--- config.mk ---
export PLATFORM = sky130hd
export DESIGN_NAME = wire_line_arbiter
export DESIGN_NICKNAME = d
export VERILOG_FILES = /design/src/rtl/wire_line_arbiter.sv
export SDC_FILE = /design/constraint.sdc
export NUM_CORES = 1
export LEC_CHECK = 0
export ABC_AREA = 1
export BUFFER_PORTS_ARGS = -buffer_cell sky130_fd_sc_hd__buf_4
export CAP_MARGIN = 20
export CORE_ASPECT_RATIO = 0.6
export CORE_MARGIN = 2
export CORE_UTILIZATION = 29
export DETAILED_ROUTE_END_ITERATION = 12
export GPL_TIMING_DRIVEN = 0
export PLACE_DENSITY = 0.5
export SLEW_MARGIN = 10
export SYNTH_ARGS = -nofsm -noshare
export SYNTH_HDL_FRONTEND = slang
export SYNTH_SLANG_ARGS = --single-unit
--- constraint.sdc ---
create_clock -name clk -period 1.85 [get_ports clk]
set_input_delay 0.0925 -clock clk [delete_from_list [all_inputs] [get_ports clk]]
set_output_delay 0.0925 -clock clk [all_outputs]
set_load 0.02 [all_outputs]
--- src/rtl/wire_line_arbiter.sv ---
// rtl/wire_line_arbiter.sv - round-robin arbiter sharing one registered wire line
//
// Ports:
//   clk          system clock, rising edge
//   rst_n        asynchronous active-low reset
//   req          per-requester level request
//   data_in      per-requester data bit for the shared line
//   done         per-requester early release pulse
//   grant        one-hot registered grant
//   owner_id     current owner index, 0 outside GRANT
//   busy         high while in GRANT
//   line_out     registered shared line
//   line_mirror  copy of line_out
//   grant_count  saturating grant counter (only with WIRE_ARB_STATS_EN)
//
// Optional feature macro: WIRE_ARB_STATS_EN
`timescale 1ns/1ps
module wire_line_arbiter #(
    parameter int N_REQ       = 4,
    parameter int HOLD_CYCLES = 4,
    parameter int ID_W        = 2
) (
    input  logic             clk,
    input  logic             rst_n,
    input  logic [N_REQ-1:0] req,
    input  logic [N_REQ-1:0] data_in,
    input  logic [N_REQ-1:0] done,
    output logic [N_REQ-1:0] grant,
    output logic [ID_W-1:0]  owner_id,
    output logic             busy,
    output logic             line_out,
    output logic             line_mirror
`ifdef WIRE_ARB_STATS_EN
    ,
    output logic [15:0]      grant_count
`endif
);

    typedef enum logic [1:0] {
        IDLE  = 2'd0,
        GRANT = 2'd1,
        GAP   = 2'd2
    } state_t;

    state_t           state_q, state_d;
    logic [N_REQ-1:0] grant_d;
    logic [ID_W-1:0]  owner_d;
    logic             busy_d;
    logic             line_d;
    logic [3:0]       hold_cnt, hold_d;
    logic [ID_W-1:0]  rr_ptr, rr_d;

    logic             win_found;
    logic [ID_W-1:0]  win_idx;
    int               idx;

    // Rotating priority scan starting at rr_ptr, wrapping past N_REQ-1.
    always_comb begin
        win_found = 1'b0;
        win_idx   = '0;
        idx       = 0;
        for (int i = 0; i < N_REQ; i++) begin
            idx = int'(rr_ptr) + i;
            if (idx >= N_REQ) begin
                idx = idx - N_REQ;
            end
            if (!win_found && req[idx]) begin
                win_found = 1'b1;
                win_idx   = ID_W'(idx);
            end
        end
    end

    always_comb begin
        state_d = state_q;
        grant_d = grant;
        owner_d = owner_id;
        busy_d  = busy;
        line_d  = line_out;
        hold_d  = hold_cnt;
        rr_d    = rr_ptr;
        case (state_q)
            IDLE, GAP: begin
                // Line stays undriven on the entry edge; the owner's bit
                // first appears one edge into GRANT.
                grant_d = '0;
                owner_d = '0;
                busy_d  = 1'b0;
                line_d  = 1'b0;
                hold_d  = '0;
                if (win_found) begin
                    state_d          = GRANT;
                    grant_d[win_idx] = 1'b1;
                    owner_d          = win_idx;
                    busy_d           = 1'b1;
                    hold_d           = 4'd1;
                end else begin
                    state_d = IDLE;
                end
            end
            GRANT: begin
                if (done[owner_id] || !req[owner_id] ||
                    (hold_cnt == 4'(HOLD_CYCLES))) begin
                    state_d = GAP;
                    grant_d = '0;
                    owner_d = '0;
                    busy_d  = 1'b0;
                    line_d  = 1'b0;
                    hold_d  = '0;
                    rr_d    = (owner_id == ID_W'(N_REQ - 1)) ? '0
                                                             : owner_id + ID_W'(1);
                end else begin
                    line_d = data_in[owner_id];
                    hold_d = hold_cnt + 4'd1;
                end
            end
            default: begin
                state_d = IDLE;
                grant_d = '0;
                owner_d = '0;
                busy_d  = 1'b0;
                line_d  = 1'b0;
                hold_d  = '0;
            end
        endcase
    end

    always_ff @(posedge clk or negedge rst_n) begin
        if (!rst_n) begin
            state_q  <= IDLE;
            grant    <= '0;
            owner_id <= '0;
            busy     <= 1'b0;
            line_out <= 1'b0;
            hold_cnt <= '0;
            rr_ptr   <= '0;
        end else begin
            state_q  <= state_d;
            grant    <= grant_d;
            owner_id <= owner_d;
            busy     <= busy_d;
            line_out <= line_d;
            hold_cnt <= hold_d;
            rr_ptr   <= rr_d;
        end
    end

    // Single driver for both copies keeps them identical by construction.
    assign line_mirror = line_out;

`ifdef WIRE_ARB_STATS_EN
    logic enter_grant;
    assign enter_grant = (state_q != GRANT) && (state_d == GRANT);

    always_ff @(posedge clk or negedge rst_n) begin
        if (!rst_n) begin
            grant_count <= '0;
        end else if (enter_grant && (grant_count != 16'hFFFF)) begin
            grant_count <= grant_count + 16'd1;
        end
    end
`endif

endmodule

==> results.py, run 1 <==
metrics = {
    "setup_path": {
        "crit_slowest_cell": "dfrtp_1",
        "setup.worst_path.end_class": "flop",
        "startpoint_type": "flop",
        "worstSetupPathType": "reg -> reg",
        "max_stage_delay_ns": 0.37,
        "crit_arrival_ns": 1.65,
        "crit_buf_inv": 4,
        "worstPathRequired_ns": 1.99,
        "timing.critical_path.mode_cell": "nand2_1",
        "critical_path.top_delay_family": "simple AND/OR/NAND/NOR gates",
        "crit_chain": "buf_6, inv_6, nand2_2, nand3_1, nand2_2, nor2_4, nand2_1, nand2_1, inv_1, nand2_2, inv_1, nand2_1, nand2_1",
        "critPathMaxFanout": 10,
    },
    "clock_tree": {
        "clock_path_buffers": 2,
        "cts_resized": 0,
        "clkTransAtPathRegs_ns": 0.06,
        "worstSkewPairLatency_ns": 0.25,
        "cts_root_buf": "clkbuf_8",
        "ctsHoldBuffers": 1,
        "postCtsSetupBuffers": 0,
        "htreeDepth": 1,
        "cts_buffers": 3,
        "cts_tree": "done",
        "cts.sinks": 15,
    },
    "global_routing": {
        "grt_pass1_vias": 800,
        "antenna_found_initial": 0,
        "grt_start_max_net_pins": 16,
        "overflow": 0,
        "grt_pass1_wl_um": 3810,
        "track_usage": 0.126,
    },
    "floorplanning": {
        "die_height_um": 49.5,
        "rows": 16,
        "ios": 23,
        "initial_core_util": 0.304,
        "core_sq_mm": 0.00328,
        "dieArea_sq_mm": 0.00395,
        "die_width_um": 79.8,
    },
    "final_layout": {
        "areaGrowthSynthToFinish_pct": 27.7,
        "drive_gt1_frac": 0.259,
        "final-seq-area_sq_um": 375,
        "multiInputGateArea_sq_um": 514,
        "final_common_cell": "nand2_1",
        "fill_cells": 370,
        "layout_common_cells": "nand2_1, buf_4, inv_1",
        "antenna_cells": 0,
        "nets": 188,
    },
    "run_status": {
        "status": "completed",
    },
    "logic_synthesis": {
        "ys_seq_elements": 15,
        "synth_top_family_by_area": "simple AND/OR/NAND/NOR gates",
        "synth_xor_area_frac": 0.0175,
        "yosysTopAreaCellShare": 0.375,
        "synthSimpleGateAreaFrac": 0.382,
        "synth.area.top_cells": "dfrtp_1, nand2_1, inv_1, nand2_2, o21ai_0",
        "synth_cell_types": 22,
        "synth.avg_cell_area_sq_um": 6.99,
        "syn_area_sq_um": 1000,
        "synthMuxAreaShare": 0,
        "synth_adder_area_share": 0.0375,
        "netlist_instances": 143,
        "yosysTopAreaCell": "dfrtp_1",
        "synth_compound_area_frac": 0.0776,
        "yosys_warnings": 0,
        "syn_nets": 160,
        "seq_area_frac_synth": 0.375,
    },
    "detailed_routing": {
        "via_per_inst": 4.42,
        "ant_nets": 0,
        "first_pass_iters": 4,
        "drc_errors": 0,
        "wl_um": 2250,
        "post_drt_wl_per_cell_um": 10.5,
        "drt_iter0_drc": 54,
        "vias": 950,
    },
    "sta": {
        "slew_headroom": 0.831,
        "rsz0062_at_grt": "no",
        "finalSetupViolCount": 0,
        "fin_skew_ns": 0.00189,
        "worst_slew_pin_slew_ns": 0.253,
        "fmax_mhz": 660,
        "min_period_ns": 1.51,
        "setup_slack_ns": 0.335,
        "hold_viol": 0,
        "drv_slew": 0,
        "fin_crit_sh": 0.819,
        "fin_tns_setup_ns": 0,
    },
    "power_and_ir_drop": {
        "p_per_area_mw_per_mm2": 1580,
        "ir_worst_vdd_v": 0.000445,
        "p_comb_frac": 0.610,
        "p_int_mw": 1.03,
        "swShare": 0.488,
        "power.leakage_nw": 0.708,
        "power.switching_mw": 0.987,
        "power_frac_clock": 0.131,
        "seq_power_share": 0.259,
    },
    "place": {
        "routabilityCongestion": 0.869,
        "pre_cts_ws_ns": 0.320,
        "io_buffers": 22,
        "hpwl_um": 1740,
    },
    "hold_path": {
        "hold_class": "in -> reg",
    },
    "run": {
        "drv_cap": 0,
    },
}
area by class of cell:
cell class	count	share of cell area
plain buffers	3	0.0206
clock buffers	4	0.0353
inverters	21	0.0657
multi-input cells	104	0.403
flip-flops and latches	15	0.294
well taps	45	0.0441
repair buffers	23	0.137
synth_stat cells, drive strengths merged:
cell type / number
buf: 3
a21oi: 1
nor2: 13
o22ai: 1
xor2: 1
nand3b: 2
nand4: 1
nand2: 59
dfrtp: 15
inv: 21
o21ai: 11
ha: 3
o21bai: 1
xnor2: 1
nand3: 10
path summary, 6_finish.rpt:
path / from / to / slack (ns) / cells after the start
setup / recovery: rr_ptr[0] / grant[1] / 0.34 / 13
hold / removal: data_in[3] / line_mirror / 0.14 / 3
setup reg to reg: rr_ptr[0] / grant[1] / 0.34 / 13
hold reg to reg: grant[3] / grant[3] / 0.49 / 2
max in group asynchronous: rst_n / hold_cnt[0] / 1.44 / 2
min in group asynchronous: rst_n / hold_cnt[2] / 0.24 / 2
sequential cells by signal (all words and copies together) (netlist names):
register	cells
owner_id	2
grant	4
busy	1
hold_cnt	4
rr_ptr	2
line_mirror	1
state_q	1
metal layers:
layer / vias up / wire length, um / GRT usage
li1: 492 / - / -
met1: 418 / 1200 / 0.195
met2: 36 / 862 / 0.161
met3: 4 / 172 / 0.0513
met4: 0 / 14 / 0.0254
met5: - / 0 / 0
power by group through the flow:
stage | clock, mW | combinational [mW] | sequential, mW
global route | 0.292 | 1.40 | 0.542
finish | 0.264 | 1.23 | 0.523
detailed placement | 0 | 1.23 | 0.530
CTS | 0.273 | 1.24 | 0.526
global placement | 0 | 1.22 | 0.526
floorplan | 0 | 0.871 | 0.573
metrics by stage:
step / utilization / power, mW / std cells / hold slack [ns] / cell area (sq um)
global placement: 0.372 / 1.75 / 210 / -0.0426 / 1220
global route: 0.389 / 2.23 / 215 / 0.173 / 1280
floorplan: - / 1.44 / 143 / -0.203 / 1000
detailed placement: 0.372 / 1.76 / 210 / -0.0366 / 1220
finish: 0.389 / 2.02 / 215 / 0.141 / 1280
CTS: 0.389 / 2.04 / 215 / 0.138 / 1280
worst reg2reg max path: stages (launching register included):
cell and delay [ns]:
dfrtp_1 0.37, buf_6 0.14, inv_6 0.09, nand2_2 0.06, nand3_1 0.13, nand2_2 0.10, nor2_4 0.13, nand2_1 0.06
nand2_1 0.05, inv_1 0.04, nand2_2 0.09, inv_1 0.05, nand2_1 0.06, nand2_1 0.05
kinds of logic after synthesis:
logic type / count (synthesis)
and+or+nand+nor: 85
buffers and inverters: 24
adders and majority gates: 3
xor gates and xnor gates: 2
DFF: 15
AOI/OAI and AO/OA: 14
Note: power is estimated with default switching activity, not from simulation.
==> inputs of run 2 (changes only) <==
--- a/config.mk
+++ b/config.mk
@@ -13,7 +13,7 @@
 export CORE_UTILIZATION = 29
 export DETAILED_ROUTE_END_ITERATION = 12
 export GPL_TIMING_DRIVEN = 0
-export PLACE_DENSITY = 0.5
+export PLACE_DENSITY = 0.52
 export SLEW_MARGIN = 10
 export SYNTH_ARGS = -nofsm -noshare
 export SYNTH_HDL_FRONTEND = slang
==> constraint.sdc (replaced) <==
create_clock -name clk -period 1.3 [get_ports clk]
set_input_delay 0.065 -clock clk [delete_from_list [all_inputs] [get_ports clk]]
set_output_delay 0.065 -clock clk [all_outputs]
set_load 0.02 [all_outputs]
==> run 2 against run 1 <==
  * The flow now finishes with violations (setup timing)
  * Final cell count grew 2.3%
  * First-iteration DRC count shrank 3.7%
  * Sequential power grew 43%
  * Critical path type unchanged
  * Largest power group unchanged
==> results.py, run 2 (synthesis gave the netlist of run 1 again) <==
metrics = {
    "clock_tree": {
        "worstSkewPairLatency_ns": 0.25,
        "cts_tree": "done",
        "cts_buffers": 3,
        "cts.sinks": 15,
        "htreeDepth": 1,
        "clkTransAtPathRegs_ns": 0.06,
        "clock_path_buffers": 2,
        "cts_root_buf": "clkbuf_8",
    },
    "final_layout": {
        "layout_common_cells": "nand2_1, buf_4, inv_1",
        "final_util": 0.417,
        "fill_cells": 352,
        "antenna_cells": 0,
        "largest_registers": "grant (4), hold_cnt (4)",
        "multiInputGateArea_sq_um": 553,
        "drive_gt1_frac": 0.354,
        "final-seq-area_sq_um": 378,
        "nets": 193,
        "final_common_cell": "nand2_1",
        "areaGrowthSynthToFinish_pct": 37.0,
    },
    "hold_path": {
        "hp-start": "data_in[3]",
        "hold_class": "in -> reg",
        "holdPathStages": 3,
        "holdPathEnd": "line_mirror",
    },
    "sta": {
        "slew_headroom": 0.854,
        "min_period_ns": 1.44,
        "rsz0062_at_grt": "yes",
        "setup_slack_ns": -0.139,
        "worst_slew_pin_slew_ns": 0.219,
        "hold_viol": 0,
        "fmax_mhz": 695,
        "fin_crit_sh": 1.11,
        "fin_skew_ns": 0.00365,
        "fin_tns_setup_ns": -0.797,
        "holdWs_ns": 0.134,
        "drv_slew": 0,
        "finalSetupViolCount": 8,
    },
    "floorplanning": {
        "core_sq_mm": 0.00328,
        "dieArea_sq_mm": 0.00395,
        "die_width_um": 79.8,
        "rows": 16,
        "ios": 23,
        "die_height_um": 49.5,
        "initial_core_util": 0.304,
    },
    "setup_path": {
        "r2r-end": "grant[1]",
        "reg2reg_slack_ns": -0.14,
        "critPathMaxFanout": 10,
        "startpoint_type": "flop",
        "worstPathRequired_ns": 1.44,
        "timing.rr.start": "rr_ptr[0]",
        "crit_arrival_ns": 1.58,
        "worstSetupPathType": "reg -> reg",
        "setup.worst_path.end_class": "flop",
        "r2r.worst_path.cells": 13,
    },
    "detailed_routing": {
        "wl_um": 2430,
        "drc_errors": 0,
        "dr_wl_met2_um": 1010,
        "post_drt_wl_per_cell_um": 11.1,
        "vias": 953,
        "first_pass_iters": 4,
        "ant_nets": 0,
        "route.top_layer_used": "met4",
        "via_per_inst": 4.33,
        "wl_met3_um": 175,
        "drt_iter0_drc": 52,
        "wl_met1_um": 1240,
    },
    "power_and_ir_drop": {
        "p_per_area_mw_per_mm2": 2310,
        "ir_worst_vdd_v": 0.000755,
        "power.leakage_nw": 0.742,
        "power.total_mw": 3.17,
    },
    "global_routing": {
        "grt_pass1_vias": 857,
        "track_usage": 0.132,
        "overflow": 0,
        "grt_pass1_wl_um": 4000,
        "antenna_found_initial": 0,
        "grt_start_max_net_pins": 16,
    },
    "place": {
        "io_buffers": 22,
        "hpwl_um": 1810,
        "routabilityCongestion": 0.839,
    },
    "run": {
        "drv_cap": 0,
    },
    "run_status": {
        "violations": "setup timing",
        "status": "finished with violations",
    },
}
-- run 2: report_power, final --
| part | leakage (nW) | switching, mW | internal (mW) | total, mW |
|---|---|---|---|---|
| clock network | 0.0228 | 0.162 | 0.217 | 0.379 |
| registers | 0.193 | 0.125 | 0.626 | 0.750 |
| logic | 0.526 | 1.25 | 0.790 | 2.04 |
-- run 2: worst max-delay path, stage by stage, from the launching register on --
cell and delay (ns):
dfrtp_1 0.37, buf_6 0.15, inv_8 0.08, nand2_2 0.07, nand3_2 0.10, nand2_4 0.06, nor2_4 0.11, nand2_1 0.05
nand2_1 0.05, inv_1 0.04, nand2_2 0.09, inv_1 0.05, nand2_1 0.06, nand2_1 0.05
-- run 2: what timing repair did --
action                                  4_1_cts  5_1_grt
hold buffers                                  1        0
gates cloned                                  0        0
buffers inserted                              2        3
pin swaps                                     0        2
resized for setup                             3       15
endpoints found under the hold margin        15        0
endpoints found under the setup margin       14       14
-- run 2: area by class of cell --
class,instances,area share
multi-input combinational,104,0.404
sequential,15,0.276
timing repair buffer,28,0.158
inverter,21,0.0667
tap,45,0.0411
clock buffer,4,0.0329
buffer,3,0.0219
-- run 2: worst max path at each step --
| stage | from | end | slack [ns] |
|---|---|---|---|
| after floorplan | owner_id[0] | grant[0] | 0.003 |
| after global placement | owner_id[0] | grant[0] | -0.15 |
| after detailed placement | rr_ptr[0] | grant[3] | -0.18 |
| after CTS | rr_ptr[0] | grant[0] | -0.16 |
| after global routing | rr_ptr[0] | grant[0] | -0.28 |
| final | rr_ptr[0] | grant[1] | -0.14 |
-- run 2: stage by stage --
step	instances	setup slack, ns	instance area (sq um)
floorplan	143	0.00272	1010
global placement	210	-0.153	1230
detailed placement	210	-0.184	1230
CTS	217	-0.162	1310
global route	220	-0.280	1370
finish	220	-0.139	1370
-- run 2: metal layers --
layer | track usage | vias to the layer above
met5 | 0 | -
met4 | 0.0169 | 0
met3 | 0.0495 | 2
met2 | 0.188 | 30
met1 | 0.194 | 418
li1 | - | 503
